[src/rtl/alu_writeback.sv]
// alu_writeback: sequences ALU results into the register-file write port.
// A start captures the ALU outputs; the low result is written in WLO, long
// multiplies (SMUL 0110 / UMUL 0101) also write the high result in WHI,
// and done pulses for one cycle in DONE.
//
// Ports:
//   clk, reset          single clock, synchronous active-high reset
//   start               one-cycle capture request (ignored while busy)
//   ALUControl          opcode of the captured result
//   Result, ResultHi    ALU low / high results
//   ALUFlags            ALU flags {N,Z,C,V}
//   RdLo, RdHi          destination registers for Result / ResultHi
//   RegWrite, FlagWrite write enables for this operation
//   busy, done          status (busy in WLO/WHI, done in DONE)
//   WE3, A3, WD3        register-file write port
//   Flags               architectural NZCV register
//
// Optional feature: define WB_FLAGS_EN to include the Flags register;
// without it Flags is tied to zero and ALUFlags/FlagWrite are ignored.
module alu_writeback #(
  parameter int unsigned REG_ADDR_W = 4,
  parameter int unsigned DATA_W     = 32
) (
  input  logic                  clk,
  input  logic                  reset,
  input  logic                  start,
  input  logic [3:0]            ALUControl,
  input  logic [DATA_W-1:0]     Result,
  input  logic [DATA_W-1:0]     ResultHi,
  input  logic [3:0]            ALUFlags,
  input  logic [REG_ADDR_W-1:0] RdLo,
  input  logic [REG_ADDR_W-1:0] RdHi,
  input  logic                  RegWrite,
  input  logic                  FlagWrite,
  output logic                  busy,
  output logic                  done,
  output logic                  WE3,
  output logic [REG_ADDR_W-1:0] A3,
  output logic [DATA_W-1:0]     WD3,
  output logic [3:0]            Flags
);

  typedef enum logic [1:0] {
    IDLE = 2'd0,
    WLO  = 2'd1,
    WHI  = 2'd2,
    DONE = 2'd3
  } state_t;

  state_t                state;
  logic [3:0]            alu_control_q;
  logic [DATA_W-1:0]     result_q;
  logic [DATA_W-1:0]     result_hi_q;
  logic [REG_ADDR_W-1:0] rd_lo_q;
  logic [REG_ADDR_W-1:0] rd_hi_q;
  logic                  reg_write_q;
  logic                  is_long_q;

`ifdef WB_FLAGS_EN
  logic [3:0] alu_flags_q;
  logic       flag_write_q;
  logic [3:0] flags_q;
`endif

  assign is_long_q = (alu_control_q == 4'b0110) || (alu_control_q == 4'b0101);

  always_ff @(posedge clk) begin
    if (reset) begin
      state         <= IDLE;
      busy          <= 1'b0;
      done          <= 1'b0;
      alu_control_q <= '0;
      result_q      <= '0;
      result_hi_q   <= '0;
      rd_lo_q       <= '0;
      rd_hi_q       <= '0;
      reg_write_q   <= 1'b0;
`ifdef WB_FLAGS_EN
      alu_flags_q   <= '0;
      flag_write_q  <= 1'b0;
      flags_q       <= '0;
`endif
    end else begin
      unique case (state)
        IDLE, DONE: begin
          if (start) begin
            alu_control_q <= ALUControl;
            result_q      <= Result;
            result_hi_q   <= ResultHi;
            rd_lo_q       <= RdLo;
            rd_hi_q       <= RdHi;
            reg_write_q   <= RegWrite;
`ifdef WB_FLAGS_EN
            alu_flags_q   <= ALUFlags;
            flag_write_q  <= FlagWrite;
`endif
            state <= WLO;
            busy  <= 1'b1;
            done  <= 1'b0;
          end else begin
            state <= IDLE;
            busy  <= 1'b0;
            done  <= 1'b0;
          end
        end
        WLO: begin
`ifdef WB_FLAGS_EN
          if (flag_write_q) flags_q <= alu_flags_q;
`endif
          if (is_long_q) begin
            state <= WHI;
            busy  <= 1'b1;
            done  <= 1'b0;
          end else begin
            state <= DONE;
            busy  <= 1'b0;
            done  <= 1'b1;
          end
        end
        WHI: begin
          state <= DONE;
          busy  <= 1'b0;
          done  <= 1'b1;
        end
        default: begin
          state <= IDLE;
          busy  <= 1'b0;
          done  <= 1'b0;
        end
      endcase
    end
  end

  // Write port decoded from state and captured registers only.
  always_comb begin
    WE3 = 1'b0;
    A3  = '0;
    WD3 = '0;
    unique case (state)
      WLO: begin
        WE3 = reg_write_q;
        A3  = rd_lo_q;
        WD3 = result_q;
      end
      WHI: begin
        WE3 = reg_write_q;
        A3  = rd_hi_q;
        WD3 = result_hi_q;
      end
      default: begin
        WE3 = 1'b0;
        A3  = '0;
        WD3 = '0;
      end
    endcase
  end

`ifdef WB_FLAGS_EN
  assign Flags = flags_q;
`else
  logic unused_flag_inputs;
  assign unused_flag_inputs = ^{ALUFlags, FlagWrite};
  assign Flags = '0;
`endif

endmodule

[config.mk]
export PLATFORM = sky130hd
export DESIGN_NAME = alu_writeback
export DESIGN_NICKNAME = d
export VERILOG_FILES = /design/src/rtl/alu_writeback.sv
export SDC_FILE = /design/constraint.sdc
export NUM_CORES = 1
export LEC_CHECK = 0
export ABC_AREA = 1
export BUFFER_PORTS_ARGS = -buffer_cell sky130_fd_sc_hd__buf_2
export CORE_UTILIZATION = 46
export DETAILED_ROUTE_END_ITERATION = 10
export PLACE_DENSITY = 0.78
export SLEW_MARGIN = 10
export SYNTH_ARGS = -nofsm -noshare
export SYNTH_HDL_FRONTEND = slang
export SYNTH_SLANG_ARGS = --single-unit
[constraint.sdc]
create_clock -name clk -period 1.65 [get_ports clk]
set_input_delay 0.33 -clock clk [delete_from_list [all_inputs] [get_ports clk]]
set_output_delay 0.33 -clock clk [all_outputs]
set_load 0.01 [all_outputs]
After elaboration in Yosys (flattened, before gate mapping)
Index checks and enable logic that the tools add are counted.
- equality and inequality tests: 5
- muxes and demuxes: 11
- reductions and logical operators: 5
- operators by type and width (kind ; number):
    $pmux 32 s2 ; 1
    $eq 4x3->1 const B ; 2
    $pmux 4 s2 ; 1
    $mux 1 ; 6
    $pmux 1 s3 ; 2
    $pmux 2 s3 ; 1
    $eq 2x2->1 const B ; 2
    $reduce_or 2->1 ; 2
    $eq 2x1->1 const B ; 1
    $logic_not 2->1 ; 1
    $reduce_and 2->1 ; 1
    $logic_or 1x1->1 ; 1
- output and inout bits: 43
- word-level logic and storage cells: 30
- bits in registers: 81
- bits of input ports: 85

Logic depth before layout (Yosys ltp)
Gate-level depths: netlist (run 1).
- word-level depth: 4
- mapped depth: 8

Least setup slack after synthesis (run 1)
Ideal clock, no wire load.
- path type: flip-flop to output port
- from: register state[0]
- to: output port WD3[10]
- slack: 114 ps
- arrival: 1206 ps
- cell stages (with the launch flop): 6
- path through: dfxtp_1 > inv_1 > ha_1 > buf_2 > buf_2 > a21oi_1
- longest elaborated chain between the ends: 2
- elaborated cells between the ends (all ways): 3
- those cells by class: eq/ne (2); mux (1)
- ends and longest elaborated chain (what ; RTL line ; text):
    from (decl) ; 50 ; state_t state;
    from (signal assigned) ; 69 ; state <= IDLE;
    from (signal assigned) ; 97 ; state <= WLO;
    from (signal assigned) ; 101 ; state <= IDLE;
    $eq 2x2->1 or $eq 2x1->1 (tied branches) ; 139 ; unique case (state)
    $pmux 32 s2 (*) ; 139 ;
    to (decl) ; 39 ; output logic [DATA_W-1:0] WD3,
Every way passes the cells marked *; elsewhere a longest branch is shown, timed or not.

Final worst setup path (run 1)
- from: register state[0]
- to: output port WD3[3]
The elaborated chain is that of the path after synthesis.

==> summary.md, run 1 <==
| Metric | Value |
|---|---|
| Routability congestion estimate | 0.738 |
| CTS buffer count | 9 |
| Slowest-stage cell, CP | dfxtp_4 |
| Crit path kind | reg2out |
| Area Overhead vs Synth | 32.6% |
| Vias in the first global route | 3,098 |
| Setup Buffers After CTS | 0 |
| Hold Crit Class | in2reg |
| Die height | 87.9 um |
| Final worst setup slack | -0.173 ns |
| Die W | 87.9 um |
| H-tree Lvls | 3 |
| First-pass GRT wire length | 13.7 mm |
| Layout cell share with drive strength beyond 1 | 0.315 |
| DR vias/cell | 4.99 |
| Final Instance Area | 4500 um2 |
| Io pins | 128 |
| Final Net Count | 679 |
| Die Footprint | 7730 um2 |
| Worst Path Buf+Inv | 3 |
| Post-synth EDFFs | 0 |
| Final std cells w/o fill | 692 |
| NetSw | 3.35 mW |
| Sequential Power Share | 0.359 |
| Most used flip-flop cell after synthesis | dfxtp_1 |
| Vias | 3,450 |
| Final Hold Fails | 0 |
| Crit-path cells | inv_2 > ha_4 > buf_12 > a21oi_1 > buf_2 |
| Failing checks | setup timing |
| Max-slew violation count | 0 |
| Placed cells | 674 |
| First DRT Iteration DRCs | 119 |
| Synth area leaders | dfxtp_1 48%, nor2_1 16%, o21ai_0 11% |
| Count leader, synth | nor2_1 |
| Clock root buffer | clkbuf_8 |
| Ant. Diodes | 0 |
| Worst-case clock buffer depth | 2 |
| Post-Route WL | 8.89 mm |
| DR DRC count | 0 |
| Clk network pwr share | 0.194 |
| CP required | 1.32 ns |
| Initial antenna violation count | 0 |
| Family with the most delay on the worst path | buffers and inverters |
| Largest net degree at the start of global routing | 80 |
| P_int | 5.14 mW |
| Flop and latch count out of synthesis | 81 |
| Post-DP HPWL | 5.45 mm |
| Status | finished, violations left |
| Fin Setup TNS | -5.58 ns |
| Switching fraction of total power | 0.395 |
| Leakage | 1.98 nW |
| Initial Util | 0.489 |
| Part of the power in combinational logic | 0.447 |
| Worst setup EP type | output pin |
| Std cell rows | 30 |
| Distinct cells, synth | 16 |
| Share of the synthesized area in the top cell type | 0.478 |
| Drt pass-1 iters | 4 |
| Cell taking the most area after synthesis | dfxtp_1 |
| Share of synthesized registers carrying an async set or reset | 0 |
| Detail Route Antenna Nets | 0 |
| Worst-path clk slew | 0.08 ns |
| Avg Cell Area, Syn | 7.00 um2 |
| Worst EP arrival | 1.49 ns |
| Skew-Pair Late Insertion Delay | 0.35 ns |
| PwrDens | 1890 nW/um2 |
| Maxcap violations | 0 |
| Global-route usage over all layers | 0.233 |
| Syn. warnings | 0 |
| IO buf count | 118 |
| Largest stage delay, worst path | 0.38 ns |
| Synth cell count leaders | 149 x nor2_1, 81 x dfxtp_1, 80 x nand2_1 |
| Seq/Total Area, Yosys | 0.478 |
| Final setup fails | 37 |
| Crit path time final | 1.82 ns |
| CTS tree | done |
| Final Cycle Share | 1.11 |
| Worst Skew | 0.00587 ns |
| Synth Instances | 485 |
| RSZ-0062 raised after global routing | yes |
| Clock sink total | 81 |
| Wire per inst | 12.8 um |
| Layout Utilization | 0.648 |
| # fillers | 630 |
| Placement Cell Area | 4030 um2 |
| CP Launch Type | flop |
| Max rail drop VDD | 0.00107 V |
| Max FO, Critical Path | 19 |
| Netlist Area Pre-Place | 3390 um2 |
| Core outline area | 6940 um2 |
| Max Freq | 548 MHz |
| Gr ovfl total | 0 |
-- power groups by stage --
stage / combinational [mW] / clock (mW) / sequential [mW]
final: 3.80 / 1.65 / 3.05
after global routing: 4.19 / 1.76 / 3.12
after CTS: 3.64 / 1.67 / 3.03
after detailed placement: 3.12 / 0 / 3.04
after global placement: 3.03 / 0 / 2.99
after floorplan: 2.28 / 0 / 2.96
-- repair_timing --
| item | CTS | global route |
|---|---|---|
| gates cloned | 2 | 1 |
| hold buffers | 0 | 0 |
| pin swaps | 2 | 1 |
| resized for setup | 30 | 18 |
| setup endpoints to repair | 37 | 37 |
| endpoints found under the hold margin | 0 | 0 |
-- worst reg2reg max path, stage by stage, from the launching register on --
cell and delay, ns:
dfxtp_4 0.38, inv_2 0.05, ha_4 0.32, nand2_2 0.12, inv_2 0.11, buf_4 0.28, nand2_1 0.11, o21ai_0 0.10
-- through the flow --
stage	setup slack [ns]	hold WS, ns	power [mW]
finish	-0.173	0.223	8.49
CTS	-0.168	0.220	8.34
detailed placement	0.0527	0.451	6.16
floorplan	0.114	0.430	5.25
global placement	0.0975	0.438	6.02
global route	-0.229	0.227	9.07
-- final timing paths --
| check | startpoint | to | slack (ns) | depth (start not counted) |
|---|---|---|---|---|
| max | state[0] | WD3[3] | -0.17 | 5 |
| max reg2reg | state[0] | busy | 0.11 | 7 |
| min reg2reg | alu_control_q[2] | alu_control_q[2] | 0.47 | 2 |
| min | Result[28] | result_q[28] | 0.22 | 3 |
-- area by class of cell --
type / instances / area, um2 / area share
multi-input cells: 356 / 1640 / 0.364
flip-flops and latches: 81 / 1630 / 0.361
repair buffers: 133 / 843 / 0.187
clock buffers: 13 / 169 / 0.0375
well taps: 96 / 120 / 0.0267
clock inverters: 2 / 60.1 / 0.0133
inverters: 11 / 41.3 / 0.00917
-- placed cells by master, fill, tap and decap left out --
cell type  synthesis  layout
nand3_1            2       2
inv_2              2       4
ha_4               0       2
dfxtp_4            0       1
clkbuf_1          14       1
buf_16             0       2
nand2_1           80      72
buf_8              0       1
a21oi_2            0      23
buf_12             0       6
nor2_2             0       1
inv_1              9       7
nor2_1           149     148
dfxtp_2            0       1
clkbuf_16          0       1
clkbuf_8           0      12
bufinv_16          0       2
a21oi_1           40      17
buf_2             15     118
buf_4              4       5
nand2_2            1       9
dfxtp_1           81      79
conb_1             1       4
o21ai_1            1       1
o21ai_0           77      77
-- layer usage --
metal  vias up  track usage  wire (um)
li1       1744            -          -
met1      1577        0.259       3880
met2       116        0.425       4250
met3        13       0.0603        617
met4         0       0.0864        144
met5         -            0          0
-- sequential cells by signal, summed over array words and instances, names as in the netlist --
signal         count
result_hi_q       32
result_q          32
state              2
reg_write_q        1
busy               1
alu_control_q      4
rd_lo_q            4
done               1
rd_hi_q            4
-- logic make-up after synthesis --
group / after synthesis / share of synthesized area
AO/OA/AOI/OAI: 118 / 0.174
adder cells (fa/ha/maj): 2 / 0.00737
buffers and inverters: 51 / 0.0818
flip-flops: 81 / 0.478
other: 1 / 0.00110
AND/OR/NAND/NOR: 232 / 0.258
(Power assumes the default switching activity.)
==> run 2: changes to the inputs <==
--- a/config.mk
+++ b/config.mk
@@ -8,9 +8,9 @@
 export ABC_AREA = 1
 export BUFFER_PORTS_ARGS = -buffer_cell sky130_fd_sc_hd__buf_2
 export CORE_UTILIZATION = 46
+export CTS_BUF_LIST = sky130_fd_sc_hd__clkbuf_8
 export DETAILED_ROUTE_END_ITERATION = 10
-export PLACE_DENSITY = 0.78
-export SLEW_MARGIN = 10
+export PLACE_DENSITY_LB_ADDON = 0.3
 export SYNTH_ARGS = -nofsm -noshare
 export SYNTH_HDL_FRONTEND = slang
 export SYNTH_SLANG_ARGS = --single-unit
==> run 2 against run 1 <==
The flow still finishes with violations (setup timing). Die area stayed put. Global-route usage shrank 0.24 points. Cell area shrank 0.86%. Flip-flop and latch count stayed put. Power down 1.9%. Combinational power shrank 5.8%. Maximum frequency decreased by 0.82%. Worst hold slack worse by 0.0076 ns. Core utilization is 0.56 points lower. Setup slack lost 0.015 ns.
==> summary.md, run 2 (synthesis results as in run 1) <==
| Metric | Value |
|---|---|
| First-pass GRT wire length | 13.7 mm (about the same) |
| Skew-Pair Late Insertion Delay | 0.34 ns (about the same) |
| Wire per inst | 12.2 um (-5.3%) |
| Reg2reg start | state[0] |
| DR vias/cell | 4.97 (-0.26%) |
| Max FO, Critical Path | 19 (unchanged) |
| Part of the power in combinational logic | 0.430 (-0.017) |
| Vias in the first global route | 3,172 (+2.4%) |
| Largest registers | result_hi_q x32, result_q x32 |
| Layout cell share with drive strength beyond 1 | 0.288 (-0.0271) |
| PwrDens | 1870 nW/um2 (-1.1%) |
| Crit path time final | 1.84 ns (+0.0150 ns) |
| Gr ovfl total | 0 (unchanged) |
| Worst-path clk slew | 0.08 ns (about the same) |
| Layout Utilization | 0.643 (-0.00559) |
| Die Footprint | 7730 um2 (unchanged) |
| Clk network pwr share | 0.208 (+0.014) |
| Worst EP arrival | 1.51 ns (+0.02 ns) |
| Most frequent cells in the layout | 149 x nor2_1, 118 x buf_2, 80 x nand2_1, 80 x dfxtp_1, 77 x o21ai_0 |
| Final Hold Fails | 0 (unchanged) |
| Slowest-stage cell, CP | dfxtp_2 |
| Vias | 3,461 (+0.32%) |
| Initial antenna violation count | 0 (unchanged) |
| Io pins | 128 (unchanged) |
| Drt pass-1 iters | 4 (unchanged) |
| Failing checks | setup timing |
| Final worst setup slack | -0.189 ns (-0.0150 ns) |
| Final setup fails | 37 (unchanged) |
| First DRT Iteration DRCs | 156 (+31%) |
| CTS buffer count | 9 (unchanged) |
| Max Freq | 544 MHz (-0.82%) |
| CP required | 1.32 ns (about the same) |
| IO buf count | 118 (unchanged) |
| Clock sink total | 81 (unchanged) |
| Core outline area | 6940 um2 (unchanged) |
| Crit path kind | reg2out |
| Fin Setup TNS | -5.48 ns (+0.106 ns) |
| Placed cells | 678 (+0.59%) |
| Routability congestion estimate | 0.736 (-0.28%) |
| H-tree Lvls | 3 (unchanged) |
| Pre-CTS setup slack | 0.0579 ns (+0.00524 ns) |
| Status | finished, violations left |
| Die height | 87.9 um (unchanged) |
| Sequential Power Share | 0.362 (+0.003) |
| Hold slack | 0.215 ns (-0.00755 ns) |
| RSZ-0062 raised after global routing | yes |
| Max-slew violation count | 0 (unchanged) |
| Clock root buffer | clkbuf_8 |
| Worst setup EP type | output pin |
| Initial Util | 0.489 (unchanged) |
| Most common cell after layout, fill and taps aside | nor2_1 |
| NetSw | 3.20 mW (-4.6%) |
| Worst Skew | 0.00535 ns (-0.000518 ns) |
| DR DRC count | 0 (unchanged) |
| Final std cells w/o fill | 696 (+0.58%) |
| Post-cts hold buffer count | 0 (unchanged) |
| Worst-case clock buffer depth | 2 (unchanged) |
| Power, Total | 8.33 mW (-1.9%) |
| Leakage | 1.98 nW (+0.37%) |
| CTS tree | done |
| Hold Crit Class | in2reg |
| Ant. Diodes | 0 (unchanged) |
| P_int | 5.13 mW (-0.15%) |
| Std cell rows | 30 (unchanged) |
| Maxcap violations | 0 (unchanged) |
| Post-DP HPWL | 5.73 mm (+5.1%) |
| Final Cycle Share | 1.11 (+0.00912) |
| Hold_sp | Result[17] |
| Final Net Count | 682 (+0.44%) |
| Max rail drop VDD | 0.000890 V (-17%) |
| Largest stage delay, worst path | 0.36 ns (-0.02 ns) |
| Detail Route Antenna Nets | 0 (unchanged) |
| Placement Cell Area | 4060 um2 (+0.74%) |
| Area Overhead vs Synth | 31.4% |
| Global-route usage over all layers | 0.231 (-0.00241) |
| Final Instance Area | 4460 um2 (-0.86%) |
| Crit-path cells | buf_12 > ha_4 > buf_12 > nand2_1 > a21oi_2 > buf_2 |
| Die W | 87.9 um (unchanged) |
| Post-Route WL | 8.47 mm (-4.7%) |
| CP Launch Type | flop |
| Cell mode on critical path | buf_12 |
| Largest net degree at the start of global routing | 43 (-46%) |
| CP startpoint | state[0] |
| Switching fraction of total power | 0.384 (-0.0109) |
run 2: cell count changes in the layout (fill, tap and decap cells not counted), moves of 4 or more:
| cell | previous run | this run |
|---|---|---|
| a21oi_1 | 17 | 25 |
| a21oi_2 | 23 | 15 |
| nand2_1 | 72 | 80 |
| nand2_2 | 9 | 1 |
| buf_6 | 0 | 4 |
run 2: power groups by stage:
stage | Sequential, mW | Clock (mW) | Combinational (mW)
after floorplan | 2.96 | 0 | 2.28
after global placement | 3.00 | 0 | 3.06
after detailed placement | 3.04 | 0 | 3.14
after CTS | 3.01 | 1.77 | 3.55
after global routing | 3.10 | 1.85 | 4.01
final | 3.01 | 1.73 | 3.58
run 2: repair_timing:
action | 4_1_cts | 5_1_grt
pin swaps | 0 | 0
gates resized for setup | 23 | 9
setup buffers | 2 | 0
endpoints found under the setup margin | 37 | 92
cloned | 0 | 0
run 2: path summary, 6_finish.rpt:
kind | endpoint | slack [ns] | cells after the start
worst min register to register | alu_control_q[2] | 0.46 | 2
worst min-delay path | result_q[17] | 0.22 | 3
worst max-delay path | WD3[1] | -0.19 | 6
worst max register to register | rd_lo_q[1] | 0.09 | 8
run 2: routing by layer:
metal | vias to the layer above | GRT usage | part of all wire
met5 | - | 0 | 0
met4 | 0 | 0.127 | 0.022
met3 | 17 | 0.0509 | 0.069
met2 | 123 | 0.402 | 0.48
met1 | 1568 | 0.262 | 0.43
li1 | 1753 | - | -
run 2: area by class of cell:
| class | instances | area [um2] |
|---|---|---|
| inverters | 11 | 43.8 |
| flip-flops and latches | 81 | 1620 |
| clock inverters | 6 | 106 |
| fillers | 664 | 2480 |
| clock buffers | 10 | 138 |
| repair buffers | 136 | 843 |
| well taps | 96 | 120 |
| multi-input cells | 356 | 1590 |
run 2: critical path: cells and delay by family, from the launching register on:
family	cells	cell delay, ns
fa+ha+maj	1	0.16
compound gates	1	0.15
simple gates	1	0.08
flops	1	0.36
buf+inv	3	0.41
